--- config.mk ---
export PLATFORM = sky130hd
export DESIGN_NAME = trivium_stream_xor
export DESIGN_NICKNAME = d
export VERILOG_FILES = /design/src/rtl/trivium_pkg.sv /design/src/rtl/trivium_stream_xor_ks_deserializer.sv /design/src/rtl/trivium_stream_xor.sv
export SDC_FILE = /design/constraint.sdc
export NUM_CORES = 1
export LEC_CHECK = 0
export ABC_AREA = 0
export CAP_MARGIN = 0
export CORE_MARGIN = 1.5
export CORE_UTILIZATION = 30
export CTS_CLUSTER_DIAMETER = 60
export DETAILED_ROUTE_END_ITERATION = 16
export GPL_TIMING_DRIVEN = 1
export HOLD_SLACK_MARGIN = 0.12
export PLACE_DENSITY = 0.5
export SETUP_SLACK_MARGIN = 0.15
export SLEW_MARGIN = 25
export SYNTH_ARGS = -nofsm -noshare
export SYNTH_HDL_FRONTEND = slang
export SYNTH_SLANG_ARGS = --single-unit
--- constraint.sdc ---
create_clock -name clk -period 2.61 [get_ports clk]
set_clock_uncertainty 0.2 [all_clocks]
set_input_delay 0.261 -clock clk [delete_from_list [all_inputs] [get_ports clk]]
set_output_delay 0.261 -clock clk [all_outputs]
set_load 0.01 [all_outputs]
--- src/rtl/trivium_pkg.sv ---
// Shared definitions for the trivium keystream consumer: word width, warm-up
// length and the consumer FSM state encoding.
package trivium_pkg;

    localparam int TRIVIUM_WARMUP = 1152;
    localparam int TRIVIUM_WORD_W = 8;

    typedef enum logic [1:0] {
        WARMUP  = 2'd0,
        FILL    = 2'd1,
        KEY_RDY = 2'd2
    } xor_state_e;

endpackage : trivium_pkg

--- src/rtl/trivium_stream_xor_ks_deserializer.sv ---
// Gathers DATA_W serial keystream bits (LSB first) into one keystream word.
// Each enable returns its bit one cycle later, so capture trails issue by a cycle.
module ks_deserializer
    import trivium_pkg::*;
#(
    parameter int DATA_W = TRIVIUM_WORD_W
) (
    input  logic              clk,
    input  logic              rst,
    input  logic              start,
    input  logic              ks_bit,
    output logic              fill_en,
    output logic              done,
    output logic [DATA_W-1:0] kbuf
);

    localparam int CNT_W = $clog2(DATA_W + 1);
    localparam int IDX_W = (DATA_W > 1) ? $clog2(DATA_W) : 1;

    logic [CNT_W-1:0]  issued_q, issued_d;
    logic [CNT_W-1:0]  got_q, got_d;
    logic              cap_q, cap_d;
    logic [DATA_W-1:0] kbuf_q, kbuf_d;

    always_comb begin
        issued_d = issued_q;
        got_d    = got_q;
        kbuf_d   = kbuf_q;
        done     = 1'b0;
        fill_en  = start && (issued_q < CNT_W'(DATA_W));
        cap_d    = fill_en;

        if (fill_en) begin
            issued_d = issued_q + CNT_W'(1);
        end

        if (cap_q) begin
            kbuf_d[got_q[IDX_W-1:0]] = ks_bit;
            if (got_q == CNT_W'(DATA_W - 1)) begin
                // Last bit of the word: rearm both counters for the next fill.
                done     = 1'b1;
                got_d    = '0;
                issued_d = '0;
            end else begin
                got_d = got_q + CNT_W'(1);
            end
        end
    end

    always_ff @(posedge clk) begin
        if (rst) begin
            issued_q <= '0;
            got_q    <= '0;
            cap_q    <= 1'b0;
            kbuf_q   <= '0;
        end else begin
            issued_q <= issued_d;
            got_q    <= got_d;
            cap_q    <= cap_d;
            kbuf_q   <= kbuf_d;
        end
    end

    assign kbuf = kbuf_q;

endmodule : ks_deserializer

--- src/rtl/trivium_stream_xor.sv ---
// Trivium keystream consumer: discards warm-up rounds, packs keystream words and
// XORs them onto a valid/ready data stream with a registered output stage.
//   state   | meaning
//   WARMUP  | stepping generator through its initialisation rounds
//   FILL    | issuing/capturing DATA_W keystream bits into kbuf
//   KEY_RDY | keystream word held, waiting for an input word
module trivium_stream_xor
    import trivium_pkg::*;
#(
    parameter int WARMUP_CYCLES = TRIVIUM_WARMUP,
    parameter int DATA_W        = TRIVIUM_WORD_W
) (
    input  logic              clk,
    input  logic              rst,
    output logic              ks_en,
    input  logic              ks_bit,
    input  logic              in_valid,
    output logic              in_ready,
    input  logic [DATA_W-1:0] in_data,
    output logic              out_valid,
    input  logic              out_ready,
    output logic [DATA_W-1:0] out_data,
    output logic [15:0]       word_cnt
);

    localparam int WC_W = $clog2(WARMUP_CYCLES + 1);

    xor_state_e        state_q, state_d;
    logic [WC_W-1:0]   warm_cnt_q, warm_cnt_d;
    logic              out_valid_q, out_valid_d;
    logic [DATA_W-1:0] out_data_q, out_data_d;
    logic [15:0]       word_cnt_q, word_cnt_d;

    logic              fill_start;
    logic              fill_en;
    logic              fill_done;
    logic [DATA_W-1:0] kbuf;
    logic              load;

    ks_deserializer #(
        .DATA_W (DATA_W)
    ) u_deser (
        .clk     (clk),
        .rst     (rst),
        .start   (fill_start),
        .ks_bit  (ks_bit),
        .fill_en (fill_en),
        .done    (fill_done),
        .kbuf    (kbuf)
    );

    assign fill_start = (state_q == FILL);
    assign ks_en      = (state_q == WARMUP) || fill_en;
    // Ready looks only at the output register, never at in_valid.
    assign in_ready   = (state_q == KEY_RDY) && (!out_valid_q || out_ready);
    assign load       = in_ready && in_valid;

    always_comb begin
        state_d    = state_q;
        warm_cnt_d = warm_cnt_q;

        case (state_q)
            WARMUP: begin
                warm_cnt_d = warm_cnt_q + WC_W'(1);
                if (warm_cnt_q == WC_W'(WARMUP_CYCLES - 1)) begin
                    warm_cnt_d = '0;
                    state_d    = FILL;
                end
            end
            FILL: begin
                if (fill_done) begin
                    state_d = KEY_RDY;
                end
            end
            KEY_RDY: begin
                if (load) begin
                    state_d = FILL;
                end
            end
            default: begin
                state_d    = WARMUP;
                warm_cnt_d = '0;
            end
        endcase
    end

    always_comb begin
        out_valid_d = out_valid_q;
        out_data_d  = out_data_q;
        word_cnt_d  = word_cnt_q;

        if (out_valid_q && out_ready) begin
            out_valid_d = 1'b0;
        end
        // A load in the same cycle as a drain wins and keeps the word valid.
        if (load) begin
            out_valid_d = 1'b1;
            out_data_d  = in_data ^ kbuf;
            word_cnt_d  = word_cnt_q + 16'd1;
        end
    end

    always_ff @(posedge clk) begin
        if (rst) begin
            state_q     <= WARMUP;
            warm_cnt_q  <= '0;
            out_valid_q <= 1'b0;
            out_data_q  <= '0;
            word_cnt_q  <= '0;
        end else begin
            state_q     <= state_d;
            warm_cnt_q  <= warm_cnt_d;
            out_valid_q <= out_valid_d;
            out_data_q  <= out_data_d;
            word_cnt_q  <= word_cnt_d;
        end
    end

    assign out_valid = out_valid_q;
    assign out_data  = out_data_q;
    assign word_cnt  = word_cnt_q;

endmodule : trivium_stream_xor

After elaboration in Yosys (flattened, before gate mapping). Index checks and enable logic that the tools add are counted.

Register bits after elaboration: 55. Bits of input ports: 13. Output and inout port bits: 27. Logic and storage cells: 53.

Add/subtract/negate cells: 4. $lt $le $gt $ge: 3. Equality and inequality tests: 7. Multiplexer cells: 17. Bitwise operators: 1. Reductions and logical operators: 12.

Operators with widths (count): $pmux W11 S2 (1); $add A16 B1 Y16 const B (1); $mux W4 (4); $add A11 B1 Y11 const B (1); $eq A11 B11 Y1 const B (1); $mux W11 (1); $add A4 B1 Y4 const B (2); $bwmux W8 (1); $xor A8 B8 Y8 (1); $mux W2 (3); $pmux W2 S3 (1); $logic_and A1 B1 Y1 (5); $mux W1 (5); $eq A4 B3 Y1 const B (1); $lt A3 B4 Y1 const B (1); $lt A4 B4 Y1 const B (1); $ne A2 B2 Y1 const B (2); $demux W1 S3 (1); $ge A3 B1 Y1 const B (1); $reduce_and A3 Y1 (1); $eq A2 B1 Y1 const B (1); $eq A2 B2 Y1 const B (1); $logic_not A2 Y1 (1); $logic_or A1 B1 Y1 (2); 4 further kinds (4).

Logic depth before layout (Yosys ltp).
Word-level depth: 6. Mapped depth: 7. Depth with buffers taken out: 6.

Modules after synthesis. From an unflattened synthesis, not the netlist that was laid out.

Cell total of the unflattened synthesis: 277. Area, all modules: 2566.2 um^2.

Modules (own cells, without submodules): trivium_stream_xor (times used 1, cells an instance 206, area an instance 1801.7 um^2, seq. area each 760.7 um^2); ks_deserializer (times used 1, cells an instance 71, area an instance 764.5 um^2, seq. area each 340.3 um^2).

Least setup slack after synthesis. OpenSTA, ideal clock, no wires.

Path kind: flip-flop to flip-flop. Start: register state_q[0]. End: register word_cnt_q[15], in the netlist word_cnt[15]. Setup time: 0.071 ns. Data arrival time: 1.860 ns. Required time: 2.339 ns. Path slack: 0.479 ns. Cell stages (with the launch flop): 8. Buffers on the path: 1. Clock period less this slack: 2.131 ns. Path through: dfxtp_1 -> inv_1 -> ha_1 -> nand2_2 -> or3_1 -> buf_2 -> or4_1 -> a21oi_1.

Longest elaborated chain between the ends: 3.

Ends and longest elaborated chain: from (decl) (RTL line trivium_stream_xor.sv:28) `xor_state_e state_q, state_d;`; from (signal assigned) (RTL line trivium_stream_xor.sv:111) `state_q <= state_d;`; $eq A2 B2 Y1 (RTL line trivium_stream_xor.sv:55) `assign in_ready = (state_q == KEY_RDY) && (!out_valid_q || out_ready);`; $logic_and A1 B1 Y1 (RTL line trivium_stream_xor.sv:55); $logic_and A1 B1 Y1 (RTL line trivium_stream_xor.sv:56) `assign load = in_ready && in_valid;`; to (signal assigned) (RTL line trivium_stream_xor.sv:115) `word_cnt_q <= word_cnt_d;`; to (decl) (RTL line trivium_stream_xor.sv:32) `logic [15:0] word_cnt_q, word_cnt_d;`.

No other way between the ends. A chain may end at the register's enable or synchronous reset.

Worst setup path in the final report.
Start: register state_q[1]. End: output ks_en.

Longest elaborated chain between the ends: 3. Elaborated cells on any way between the ends: 4. Those cells by class: eq/ne: 1; reduce/logical: 3.

Ends and longest elaborated chain: $eq A2 B1 Y1 (RTL line trivium_stream_xor.sv:52) `assign fill_start = (state_q == FILL);`; $logic_and A1 B1 Y1 (RTL line trivium_stream_xor_ks_deserializer.sv:30) `fill_en = start && (issued_q < CNT_W'(DATA_W));`; $logic_or A1 B1 Y1 (*) (RTL line trivium_stream_xor.sv:53) `assign ks_en = (state_q == WARMUP) || fill_en;`; to (decl) (RTL line trivium_stream_xor.sv:15) `output logic ks_en,`.

Every way passes the cells marked *; elsewhere a longest branch is shown, timed or not.

==> impl_metrics.toml <==
[die]
rows = 33
io_pins = 40
core-area_um2 = 8130
die_h_um = 94.3
die_w_um = 94.3
initial_utilization = 0.307
die_area_um2 = 8890

[grt]
grt_util_all_layers = 0.117
grt_first_pass_wirelength_mm = 8.40
grt_overflow = 0
grt_pass1_vias = 1842
grt_max_degree = 25
antenna_found_initial = 0

[sta]
fin_hold_ws_ns = 0.282
min_period_over_period = 0.908
tns_ns = 0
report.final.slew_viol_count = 0
rsz0062_at_grt = "no"
finalSetupViolations = 0
slew-limit-headroom = 0.557
finalWorstSetupSlack_ns = 0.241
period_needed_ns = 2.37
max_slew.worst_pin.slew_ns = 0.664
hold_viol_final = 0
fmax_mhz = 422

[finish]
drive_gt1_frac = 0.0605
insertedDiodeCount = 0
design_area_um2 = 3090
final_common_cell = "dfxtp_1"
final_nets = 335
area_delta_synth_final_pct = 23.5
fillCellCount = 837
final_cell_mix = "54 x dfxtp_1, 43 x nor2_1, 39 x clkdlybuf4s50_1, 21 x xnor2_1, 17 x nand2_1"

[clocking]
numCtsBuffers = 5
clock-root-buffer = "clkbuf_8"
clk_latency_ns = 0.30
cts_sinks = 55
cts_tree = "yes"
cts_max_path_buffers = 2
htreeDepth = 2
clk_pin_slew_ns = 0.09

[status]
status = "finished, final reports clean"

[drt]
vias = 1934
route.detailed.drc = 0
vias_per_cell = 4.62
dr.pass1.iters = 4
wirelength_mm = 4.83
drtAntennaViolNets = 0
drt_iter0_markers = 49
wl_per_cell_um = 11.5

[synthesis]
synth_fp_nets = 300
synth_area_um2 = 2500
synth_seq_cells = 55
avgSynthCellArea_um2 = 8.99
yosysSeqAreaShare = 0.440
ys_types = 39
syn_inst = 278
ys_warn_count = 0

[worst_setup_path]
worstSetupStartpoint = "state_q[1]$_SDFFE_PP0P_"
crit_fanout = 4
setup.worst_path.class = "flop to output pin"
r2r_start = "state_q[0]$_SDFFE_PP0P_"
required_ns = 2.15
cp_data_arrival_time_ns = 1.91
end_kind = "output pin"
cp-start-kind = "flop"

[placed_design]
io_buffers = 39
dpl.hpwl_mm = 3.48
gp_congestion = 0.706
dpl_worst_slack_ns = 0.237
placed_area_um2 = 2990

[power_and_ir_drop]
ir_drop_uv = 228
finalPower_mw = 1.46
leakagePower_nw = 0.996
powerDensity_nw_per_um2 = 472

[min_path]
hp-class = "flop to flop"
hold_start = "u_deser.issued_q[3]$_SDFF_PP0_"

[run]
max-cap-violations = 0
-- sequential cells by signal, indices dropped and copies added (netlist names) --
| register | count |
|---|---|
| out_data | 8 |
| out_valid | 1 |
| state_q | 2 |
| u_deser.cap_q | 1 |
| u_deser.got_q | 4 |
| u_deser.issued_q | 4 |
| u_deser.kbuf | 8 |
| warm_cnt_q | 11 |
| word_cnt | 16 |
-- stage by stage --
step                utilization  instances
detailed placement        0.367        411
floorplan                     -        278
global route              0.379        419
CTS                       0.378        419
finish                    0.379        419
global placement          0.367        411
-- layout make-up --
| class | count | area (um2) | area share |
|---|---|---|---|
| clock buffer | 6 | 72.6 | 0.0235 |
| clock inverter | 2 | 12.5 | 0.00405 |
| inverter | 6 | 22.5 | 0.00730 |
| multi-input combinational | 203 | 1330 | 0.432 |
| sequential | 55 | 1100 | 0.357 |
| tap | 105 | 131 | 0.0426 |
| timing repair buffer | 42 | 413 | 0.134 |
-- logic make-up after synthesis --
kind of cell	Yosys count	synth area share
DFF	55	0.440
buffers and inverters	20	0.0315
adders and majority gates	9	0.0450
AOI/OAI and AO/OA	38	0.0996
xor gates and xnor gates	26	0.0911
and+or+nand+nor	118	0.244
muxes	12	0.0485
-- final timing paths --
check,slack (ns),cells past startpoint,endpoint
max,0.24,5,ks_en
max reg2reg,0.35,6,word_cnt[14]$_SDFFE_PP0P_
min,0.28,2,u_deser.issued_q[3]$_SDFF_PP0_
min reg2reg,0.28,2,u_deser.issued_q[3]$_SDFF_PP0_
-- cells in the mapped netlist, drive strengths merged --
| master | n | area [um2] |
|---|---|---|
| o21a | 1 | 7.51 |
| nand2b | 5 | 31.3 |
| a221oi | 1 | 15.0 |
| and2 | 1 | 6.26 |
| or4b | 2 | 20.0 |
| and4 | 2 | 17.5 |
| xor2 | 5 | 43.8 |
| a41oi | 1 | 8.76 |
| a21oi | 15 | 75.1 |
| nand3b | 1 | 7.51 |
| or4 | 6 | 45.0 |
| nand2 | 18 | 70.1 |
| mux2 | 1 | 11.3 |
| nor3b | 3 | 22.5 |
| or2b | 1 | 7.51 |
| o21ai | 5 | 25.0 |
| a211oi | 8 | 60.1 |
| nor2 | 44 | 165 |
| clkbuf | 10 | 37.5 |
| or3 | 5 | 31.3 |
| xnor2 | 21 | 184 |
| nor4b | 1 | 8.76 |
| nand4b | 4 | 35.0 |
| mux2i | 11 | 110 |
| nor2b | 4 | 25.0 |
| o31a | 1 | 8.76 |
| o21bai | 1 | 11.3 |
| nand4 | 5 | 31.3 |
| or2 | 1 | 6.26 |
| dfxtp | 55 | 1100 |
| ha | 9 | 113 |
| nor4 | 3 | 18.8 |
| nand3 | 7 | 35.0 |
| buf | 4 | 18.8 |
| o31ai | 5 | 37.5 |
| nor3 | 5 | 25.0 |
| inv | 6 | 22.5 |
-- power breakdown --
group / internal, mW / total, mW / switching, mW
Combinational: 0.0649 / 0.128 / 0.0626
Sequential: 0.855 / 0.871 / 0.0166
Clock: 0.188 / 0.457 / 0.269
-- routing by layer --
layer	GRT usage	share of wire	up-vias
li1	-	-	1036
met1	0.153	0.50	864
met2	0.191	0.45	29
met3	0.0267	0.037	5
met4	0.0373	0.012	0
met5	0	0	-
-- repair_timing --
item	4_1_cts	5_1_grt
setup buffers	0	0
hold buffers	0	0
gates resized for setup	0	3
setup endpoints to repair	0	7
-- critical path, stage by stage (launching register included) --
cell and delay, ns:
dfxtp_2 0.37, inv_1 0.08, ha_1 0.24, nor2b_1 0.16
or2_2 0.28, clkdlybuf4s50_1 0.48
No activity file was read; power rests on OpenSTA's default activity.
